[config.mk]
export PLATFORM = sky130hd
export DESIGN_NAME = move_cmd_gen
export DESIGN_NICKNAME = d
export VERILOG_FILES = /design/src/rtl/tetris_pkg.sv /design/src/rtl/btn_debounce.sv /design/src/rtl/move_cmd_gen.sv
export SDC_FILE = /design/constraint.sdc
export NUM_CORES = 1
export LEC_CHECK = 0
export CORE_ASPECT_RATIO = 0.7
export CORE_MARGIN = 3
export CORE_UTILIZATION = 57
export CTS_CLUSTER_DIAMETER = 80
export DETAILED_ROUTE_END_ITERATION = 8
export GPL_ROUTABILITY_DRIVEN = 0
export PLACE_DENSITY = 0.76
export SLEW_MARGIN = 10
export SYNTH_ARGS = -nofsm -noshare
export SYNTH_HDL_FRONTEND = slang
export SYNTH_HIERARCHICAL = 1
export SYNTH_SLANG_ARGS = --single-unit
[constraint.sdc]
create_clock -name clk -period 2.6 [get_ports clk]
set_clock_uncertainty 0.1 [all_clocks]
set_input_delay 0.26 -clock clk [delete_from_list [all_inputs] [get_ports clk]]
set_output_delay 0.26 -clock clk [all_outputs]
set_load 0.02 [all_outputs]
[src/rtl/tetris_pkg.sv]
// Shared encodings for the move-command path: sel codes, button indices and repeat FSM states.
package tetris_pkg;

    localparam logic [1:0] SEL_ROT   = 2'b00;
    localparam logic [1:0] SEL_LEFT  = 2'b01;
    localparam logic [1:0] SEL_RIGHT = 2'b10;
    localparam logic [1:0] SEL_FALL  = 2'b11;

    localparam int unsigned BTN_ROT   = 0;
    localparam int unsigned BTN_LEFT  = 1;
    localparam int unsigned BTN_RIGHT = 2;
    localparam int unsigned BTN_DOWN  = 3;

    localparam logic [1:0] RPT_IDLE   = 2'b00;
    localparam logic [1:0] RPT_DELAY  = 2'b01;
    localparam logic [1:0] RPT_REPEAT = 2'b10;

    typedef struct packed {
        logic fall;
        logic rot;
        logic left;
        logic right;
    } pend_t;

    function automatic int unsigned umax(input int unsigned a, input int unsigned b);
        return (a > b) ? a : b;
    endfunction

    // One spare bit so a counter holding the largest period value can never wrap.
    function automatic int unsigned cnt_width(input int unsigned max_val);
        return $clog2(max_val) + 1;
    endfunction

endpackage

[src/rtl/btn_debounce.sv]
// Two-flop synchroniser followed by a stability counter; the level only moves
// after DEB_CYCLES consecutive samples disagree with it.
module btn_debounce #(
    parameter int unsigned DEB_CYCLES = 1_000_000
) (
    input  logic clk,
    input  logic rst,
    input  logic btn_i,
    output logic level_o
);

    localparam int unsigned   CW       = $clog2(DEB_CYCLES) + 1;
    localparam logic [CW-1:0] CNT_LAST = CW'(DEB_CYCLES - 1);

    logic          meta_q;
    logic          sync_q;
    logic          level_q;
    logic          level_d;
    logic [CW-1:0] cnt_q;
    logic [CW-1:0] cnt_d;

    always_comb begin
        cnt_d   = cnt_q;
        level_d = level_q;
        if (sync_q == level_q) begin
            cnt_d = '0;
        end else if (cnt_q == CNT_LAST) begin
            cnt_d   = '0;
            level_d = sync_q;
        end else begin
            cnt_d = cnt_q + CW'(1);
        end
    end

    always_ff @(posedge clk) begin
        if (rst) begin
            meta_q  <= 1'b0;
            sync_q  <= 1'b0;
            cnt_q   <= '0;
            level_q <= 1'b0;
        end else begin
            meta_q  <= btn_i;
            sync_q  <= meta_q;
            cnt_q   <= cnt_d;
            level_q <= level_d;
        end
    end

    assign level_o = level_q;

endmodule

[src/rtl/move_cmd_gen.sv]
// Turns the raw board buttons and the gravity tick into single-cycle move
// commands on sel, qualified by sel_valid, for mem_addr_gen.
module move_cmd_gen
    import tetris_pkg::*;
#(
    parameter int unsigned DEB_CYCLES       = 1_000_000,
    parameter int unsigned REPEAT_DELAY     = 25_000_000,
    parameter int unsigned REPEAT_RATE      = 10_000_000,
    parameter int unsigned FALL_PERIOD      = 50_000_000,
    parameter int unsigned SOFT_FALL_PERIOD = 5_000_000
) (
    input  logic       clk,
    input  logic       rst,
    input  logic       btn_left,
    input  logic       btn_right,
    input  logic       btn_rot,
    input  logic       btn_down,
    input  logic       stop,
    input  logic       gameover,
    output logic [1:0] sel,
    output logic       sel_valid
);

    localparam int unsigned   RW         = cnt_width(umax(REPEAT_DELAY, REPEAT_RATE));
    localparam int unsigned   GW         = cnt_width(umax(FALL_PERIOD, SOFT_FALL_PERIOD));
    localparam logic [RW-1:0] DELAY_LAST = RW'(REPEAT_DELAY - 1);
    localparam logic [RW-1:0] RATE_LAST  = RW'(REPEAT_RATE - 1);
    localparam logic [GW-1:0] FALL_LAST  = GW'(FALL_PERIOD - 1);
    localparam logic [GW-1:0] SOFT_LAST  = GW'(SOFT_FALL_PERIOD - 1);

    logic [3:0] btn_raw;
    logic [3:0] btn_lvl;
    logic [2:0] lvl_prev_q;
    logic [2:0] btn_rise;
    logic [1:0] dir_lvl;
    logic [1:0] dir_rise;
    logic       both_held;

    // Index 0 = left, 1 = right.
    logic [1:0][1:0]    rpt_state_q;
    logic [1:0][1:0]    rpt_state_d;
    logic [1:0][RW-1:0] rpt_cnt_q;
    logic [1:0][RW-1:0] rpt_cnt_d;
    logic [1:0]         rpt_fire;

    logic [GW-1:0] grav_cnt_q;
    logic [GW-1:0] grav_cnt_d;
    logic [GW-1:0] period_last;
    logic          fall_wrap;

    pend_t      pend_q;
    pend_t      pend_d;
    pend_t      req;
    logic [1:0] sel_q;
    logic [1:0] sel_d;
    logic       sel_valid_q;
    logic       sel_valid_d;

    assign btn_raw = {btn_down, btn_right, btn_left, btn_rot};

    for (genvar g = 0; g < 4; g++) begin : g_deb
        btn_debounce #(
            .DEB_CYCLES(DEB_CYCLES)
        ) u_deb (
            .clk    (clk),
            .rst    (rst),
            .btn_i  (btn_raw[g]),
            .level_o(btn_lvl[g])
        );
    end

    assign btn_rise  = btn_lvl[2:0] & ~lvl_prev_q;
    assign dir_lvl   = btn_lvl[BTN_RIGHT:BTN_LEFT];
    assign dir_rise  = btn_rise[BTN_RIGHT:BTN_LEFT];
    assign both_held = &dir_lvl;

    // Auto-repeat for left/right; a release, a chord of both, or gameover
    // returns to IDLE, so a fresh press is needed to restart the sequence.
    always_comb begin
        rpt_state_d = rpt_state_q;
        rpt_cnt_d   = rpt_cnt_q;
        rpt_fire    = '0;
        for (int unsigned i = 0; i < 2; i++) begin
            if (gameover || both_held || !dir_lvl[i]) begin
                rpt_state_d[i] = RPT_IDLE;
                rpt_cnt_d[i]   = '0;
            end else begin
                case (rpt_state_q[i])
                    RPT_IDLE: begin
                        if (dir_rise[i]) begin
                            rpt_state_d[i] = RPT_DELAY;
                            rpt_cnt_d[i]   = '0;
                        end
                    end
                    RPT_DELAY: begin
                        if (rpt_cnt_q[i] == DELAY_LAST) begin
                            rpt_state_d[i] = RPT_REPEAT;
                            rpt_cnt_d[i]   = '0;
                            rpt_fire[i]    = 1'b1;
                        end else begin
                            rpt_cnt_d[i] = rpt_cnt_q[i] + RW'(1);
                        end
                    end
                    RPT_REPEAT: begin
                        if (rpt_cnt_q[i] == RATE_LAST) begin
                            rpt_cnt_d[i] = '0;
                            rpt_fire[i]  = 1'b1;
                        end else begin
                            rpt_cnt_d[i] = rpt_cnt_q[i] + RW'(1);
                        end
                    end
                    default: begin
                        rpt_state_d[i] = RPT_IDLE;
                        rpt_cnt_d[i]   = '0;
                    end
                endcase
            end
        end
    end

    // >= rather than == so a switch to the shorter soft-drop period wraps at once.
    assign period_last = btn_lvl[BTN_DOWN] ? SOFT_LAST : FALL_LAST;

    always_comb begin
        grav_cnt_d = grav_cnt_q;
        fall_wrap  = 1'b0;
        if (stop) begin
            grav_cnt_d = '0;
        end else if (gameover) begin
            grav_cnt_d = grav_cnt_q;
        end else if (grav_cnt_q >= period_last) begin
            grav_cnt_d = '0;
            fall_wrap  = 1'b1;
        end else begin
            grav_cnt_d = grav_cnt_q + GW'(1);
        end
    end

    // New requests merge into the pending set before arbitration so a flag
    // raised this cycle can be granted this cycle.
    always_comb begin
        req = pend_q;
        if (btn_rise[BTN_ROT]) begin
            req.rot = 1'b1;
        end
        if (dir_rise[0] || rpt_fire[0]) begin
            req.left = 1'b1;
        end
        if (dir_rise[1] || rpt_fire[1]) begin
            req.right = 1'b1;
        end
        if (fall_wrap) begin
            req.fall = 1'b1;
        end
        if (stop) begin
            req.fall = 1'b0;
        end
        if (both_held) begin
            req.left  = 1'b0;
            req.right = 1'b0;
        end
        if (gameover) begin
            req = '0;
        end

        pend_d      = req;
        sel_d       = SEL_ROT;
        sel_valid_d = 1'b0;
        if (!sel_valid_q) begin
            if (req.fall) begin
                pend_d.fall = 1'b0;
                sel_d       = SEL_FALL;
                sel_valid_d = 1'b1;
            end else if (req.rot) begin
                pend_d.rot  = 1'b0;
                sel_d       = SEL_ROT;
                sel_valid_d = 1'b1;
            end else if (req.left) begin
                pend_d.left = 1'b0;
                sel_d       = SEL_LEFT;
                sel_valid_d = 1'b1;
            end else if (req.right) begin
                pend_d.right = 1'b0;
                sel_d        = SEL_RIGHT;
                sel_valid_d  = 1'b1;
            end
        end
    end

    always_ff @(posedge clk) begin
        if (rst) begin
            lvl_prev_q  <= '0;
            rpt_state_q <= {RPT_IDLE, RPT_IDLE};
            rpt_cnt_q   <= '0;
            grav_cnt_q  <= '0;
            pend_q      <= '0;
            sel_q       <= SEL_ROT;
            sel_valid_q <= 1'b0;
        end else begin
            lvl_prev_q  <= btn_lvl[2:0];
            rpt_state_q <= rpt_state_d;
            rpt_cnt_q   <= rpt_cnt_d;
            grav_cnt_q  <= grav_cnt_d;
            pend_q      <= pend_d;
            sel_q       <= sel_d;
            sel_valid_q <= sel_valid_d;
        end
    end

    assign sel       = sel_q;
    assign sel_valid = sel_valid_q;

endmodule

* Word-level counts from Yosys, hierarchy flattened *
Index checks and enable logic that the tools add are counted.
W data, S select, Z words.

storage, ports and cells
  flip-flop bits (word level) = 189
  input port bits = 8
  output and inout port bits = 3
  word-level logic and storage cells = 136

cells by class
  add/subtract/negate cells = 7
  $lt $le $gt $ge = 1
  eq/ne operators = 20
  multiplexer cells = 46
  bitwise logic cells = 9
  reduce and logical (&&, ||, !) cells = 25

operator list
  cell                     count
  $mux W26                 7
  $pmux W26 S3             2
  $add A21 B1 Y21 const B  4
  $eq A21 B20 Y1 const B   4
  $add A26 B1 Y26 const B  2
  $eq A26 B24 Y1 const B   2
  $eq A26 B25 Y1 const B   2
  $add A27 B1 Y27 const B  1
  $ge A27 B26 Y1           1
  $mux W27                 1
  $mux W2                  10
  $mux W1                  19
  $pmux W2 S3              2
  $reduce_or A3 Y1         4
  $reduce_and A2 Y1        5
  $reduce_or A2 Y1         5
  $ne A2 B2 Y1 const B     4
  $not A1 Y1               7
  $mux W3                  2
  $reduce_and A3 Y1        2
  $logic_or A1 B1 Y1       5
  $eq A1 B1 Y1             4
  $eq A2 B1 Y1 const B     2
  $eq A2 B2 Y1 const B     2
  other kinds (6)          9

* Longest topological paths before layout *
  depth after elaboration = 12
  gate-level depth with buffers = 9

* Hierarchy *
Netlist, hierarchy kept.

by module, submodules not included
  module        instances  cells an instance  area an instance (µm²)
  move_cmd_gen  1          575                4842.1
  btn_debounce  4          119                1074.8

* Least setup slack after synthesis *
No wires, ideal clock.

  path type = reg-to-reg
  start point = register g_deb[3].u_deb.level_q
  end point = register pend_q[0] in the netlist's numbering
  arrival time = 2.586 ns
  required time = 2.412 ns
  slack = -0.174 ns
  cell stages (with the launch flop) = 9
  buffers on the path = 0
  cell sequence = dfxtp_1 -> inv_1 -> ha_1 -> nand4bb_1 -> or4_1 -> a211oi_1 -> o311ai_1 -> a211o_1 -> a311oi_2

on the way
  longest elaborated chain between the ends = 10

ends and longest elaborated chain
  element                   line                 source
  start: declaration        btn_debounce.sv:17   logic level_q;
  start signal: assignment  btn_debounce.sv:45   level_q <= level_d;
  $mux W26                  move_cmd_gen.sv:122  assign period_last = btn_lvl[BTN_DOWN] ? SOFT_LAST : FALL_LAST;
  $ge A27 B26 Y1            move_cmd_gen.sv:131  end else if (grav_cnt_q >= period_last) begin
  $mux W1                   move_cmd_gen.sv:131
  $mux W1                   move_cmd_gen.sv:129  end else if (gameover) begin
  $mux W1                   move_cmd_gen.sv:127  if (stop) begin
  $mux W1                   move_cmd_gen.sv:152  if (fall_wrap) begin
  $mux W1                   move_cmd_gen.sv:155  if (stop) begin
  $mux W4                   move_cmd_gen.sv:162  if (gameover) begin
  $mux W3                   move_cmd_gen.sv:170  if (req.fall) begin
  $mux W3                   move_cmd_gen.sv:169  if (!sel_valid_q) begin
  end signal: assignment    move_cmd_gen.sv:204  pend_q <= pend_d;
  end: declaration          move_cmd_gen.sv:51   pend_t pend_q;

Every way passes these cells.
A chain may end at the register's enable or synchronous reset.

* Worst setup path after layout *
  start point = register g_deb[3].u_deb.level_q
  end point = register grav_cnt_q[6]

on the way
  longest elaborated chain between the ends = 3

ends and longest elaborated chain
  element                 line                 source
  $mux W26                move_cmd_gen.sv:122
  $ge A27 B26 Y1          move_cmd_gen.sv:131
  $mux W27                move_cmd_gen.sv:131
  end signal: assignment  move_cmd_gen.sv:203  grav_cnt_q <= grav_cnt_d;
  end: declaration        move_cmd_gen.sv:46   logic [GW-1:0] grav_cnt_q;

Every way passes these cells.

==> results_dict.tcl <==
set metrics [dict create \
    status "complete, no violations" \
    clk_latency_ns 0.43 \
    p_total_mw 5.552 \
    rsz0062_at_grt "true" \
    worst_pin_slew_ns 0.6678 \
    row_count 38 \
    worstSetupEndpointType "register" \
    drc 0 \
    viasPerCell 5.832 \
    yosysWarnings 6 \
    ctsHoldBuffers 0 \
    cts_tree "yes" \
    areaGrowthSynthToFinish_pct 13.69 \
    drive_gt1_frac 0.1098 \
    hold_class "input pin to register" \
    fin_area_um2 10390 \
    multi_input_comb_area_um2 5151 \
    die-area_um2 17620 \
    critical_path_class "register to register" \
    yosysUniqueCellTypes 64 \
    hpwl_um 12840 \
    finalWirelength_um 19230 \
    finalHoldViolCount 0 \
    fin_tns_setup_ns 0 \
    grt_usage 0.2215 \
    syn_area_per_cell_um2 8.698 \
    cts_buffers 17 \
    final.min_clock_period_ns 2.582 \
    startpoint_type "register" \
    async_reset_ff_frac 0 \
    setup_viol 0 \
    synth_area_um2 9141 \
    p_leak_nw 3.460 \
    final_util 0.6664 \
    grt_overflow 0 \
    cts_root_buffer "clkbuf_16" \
    synth-edff-count 0 \
    grt_max_degree 28 \
    cts_max_level 4 \
    chipHeight_um 112.0 \
    num_antenna_cells 0 \
    cts_sinks 189 \
    antenna_found_initial 0 \
    synth_nets 1087 \
    synth-seq-cells 189 \
    die_x_um 157.4 \
    start_util 0.5862 \
    cp.arrival_ns 2.80 \
    period_share 0.9929 \
    required_ns 2.82 \
    numPortBuffers 10 \
    crit_path_max_fanout 5 \
    vias 7646 \
    fin_cells 1311 \
    grt_pass1_wl_um 32640 \
    drt_first_pass_iters 6 \
    ir_drop_mv 0.3937 \
    syn_inst 1051 \
    ys_seq_area_frac 0.4139 \
    fillCellCount 1241 \
    dpl_cell_area_um2 9649 \
    maxSlewHeadroom 0.5522 \
    powerDensity_nw_per_um2 534.2 \
    ys_dominant_reg_cell "dfxtp_1" \
    clkSlewWorstSetupHoldPaths_ns 0.06 \
    regArea_um2 3787 \
    ff2ff_setup_slack_ns 0.02 \
    fmax_mhz 387.4 \
    cts_buffer_depth 2 \
    drt_iter0_markers 579 \
    drv_cap 0 \
    antenna_left 0 \
    nets 1135 \
    maxSlewViolCount 0 \
    wire_per_inst_um 14.67 \
    core_area_um2 15600 \
    ios 11 \
    grt_pass1_vias 6864 \
    dp_cells 1273 \
]
## sequential cells by signal, summed over array words and instances (netlist names)
register             count
rpt_state_q              4
rpt_cnt_q               52
g_deb.u_deb/level_o      4
g_deb.u_deb/sync_q       4
grav_cnt_q              27
sel_valid                1
sel                      2
lvl_prev_q               3
g_deb.u_deb/cnt_q       84
g_deb.u_deb/meta_q       4
pend_q                   4
## logic make-up (layout without fill, tap and decap cells)
family | Yosys count | after routing | share of synthesized area
AND/OR/NAND/NOR | 516 | 516 | 0.3044
buffers and inverters | 63 | 122 | 0.03353
XOR/XNOR | 120 | 120 | 0.1150
adder cells (fa/ha/maj) | 28 | 28 | 0.03833
flip-flops | 189 | 189 | 0.4139
AO/OA/AOI/OAI | 135 | 136 | 0.09485
## area by class of cell
cell class | count | area share
inverters | 34 | 0.01276
clock inverters | 9 | 0.008066
multi-input cells | 800 | 0.4957
clock buffers | 22 | 0.04864
well taps | 200 | 0.02408
repair buffers | 57 | 0.04635
flip-flops and latches | 189 | 0.3644
## power by group
| part | internal (mW) | switching [mW] | total [mW] |
|---|---|---|---|
| logic | 0.0362 | 0.0475 | 0.0837 |
| clock network | 1.47 | 1.09 | 2.56 |
| registers | 2.90 | 0.00578 | 2.91 |
| total | 4.41 | 1.14 | 5.55 |
## synth_stat cells (all sizes together), types with 8 or more instances
master  number  area [µm²]
nand4       46       347.8
nor2       154       578.1
ha          28       350.3
o21ai       31       155.1
nor2b       17       106.4
clkbuf       8       30.03
xnor2       47       411.6
buf         21       148.9
and4        15       136.4
nand3       74       370.4
or4         18       135.1
nor3        19       95.09
nor4b        9       78.83
dfxtp      189        3784
inv         34       127.6
o31ai       18       135.1
and3        33       206.5
and2        19       123.9
nor3b        8       60.06
or3         19       128.9
a21oi       51       255.2
xor2        73       639.4
nand2       63       236.5
## routing by layer
metal / vias up / global-route usage / wire [µm]
met5: - / 0 / 0
met4: 0 / 0.04971 / 174
met3: 24 / 0.04973 / 1208
met2: 230 / 0.3174 / 8210
met1: 3569 / 0.3390 / 9638
li1: 3823 / - / -
## critical path: stages (launching register included)
cell	delay, ns
dfxtp_4	0.38
inv_6	0.05
ha_4	0.26
nand4bb_1	0.14
or4_1	0.51
a211oi_2	0.22
o311ai_2	0.12
buf_4	0.16
a22oi_2	0.19
buf_6	0.15
buf_6	0.13
nor2_1	0.05
## worst paths after layout
kind / from / end / depth (start not counted)
hold reg to reg: g_deb[2].u_deb/meta_q / g_deb[2].u_deb/sync_q / 1
setup / recovery: g_deb[3].u_deb/level_o / grav_cnt_q[6] / 11
setup reg to reg: g_deb[3].u_deb/level_o / grav_cnt_q[6] / 11
hold / removal: btn_down / g_deb[3].u_deb/meta_q / 2
## through the flow
step           hold WS (ns)  worst slack, ns
3_5_place_dp         0.3269         -0.03745
2_1_floorplan        0.2194          0.06842
3_3_place_gp         0.3177         0.006493
5_1_grt              0.2997         -0.05148
4_1_cts              0.2799         0.002435
6_report             0.2915          0.01840
## cell usage in the layout, fill, tap and decap left out, types with 8 or more instances in the layout
master	instances
nor4b_1	9
and2_1	14
or4_1	17
xor2_1	73
xnor2_1	47
buf_4	41
dfxtp_1	188
and3_1	33
nor2b_1	17
and4_1	11
nand4_1	42
ha_1	24
or3_2	8
clkbuf_16	18
nor2_1	152
o31ai_1	18
nand2_1	63
or3_1	11
nor3b_1	8
a21oi_1	50
clkdlybuf4s50_1	10
inv_1	33
nand3_1	73
o21ai_0	25
nor3_1	19
## repair_timing
action | in CTS | in global routing
gates cloned | 0 | 3
endpoints found under the hold margin | 0 | 0
resized for setup | 1 | 20
setup buffers | 0 | 4
setup endpoints to repair | 1 | 57
pin swaps | 0 | 9
(Power assumes the default switching activity.)
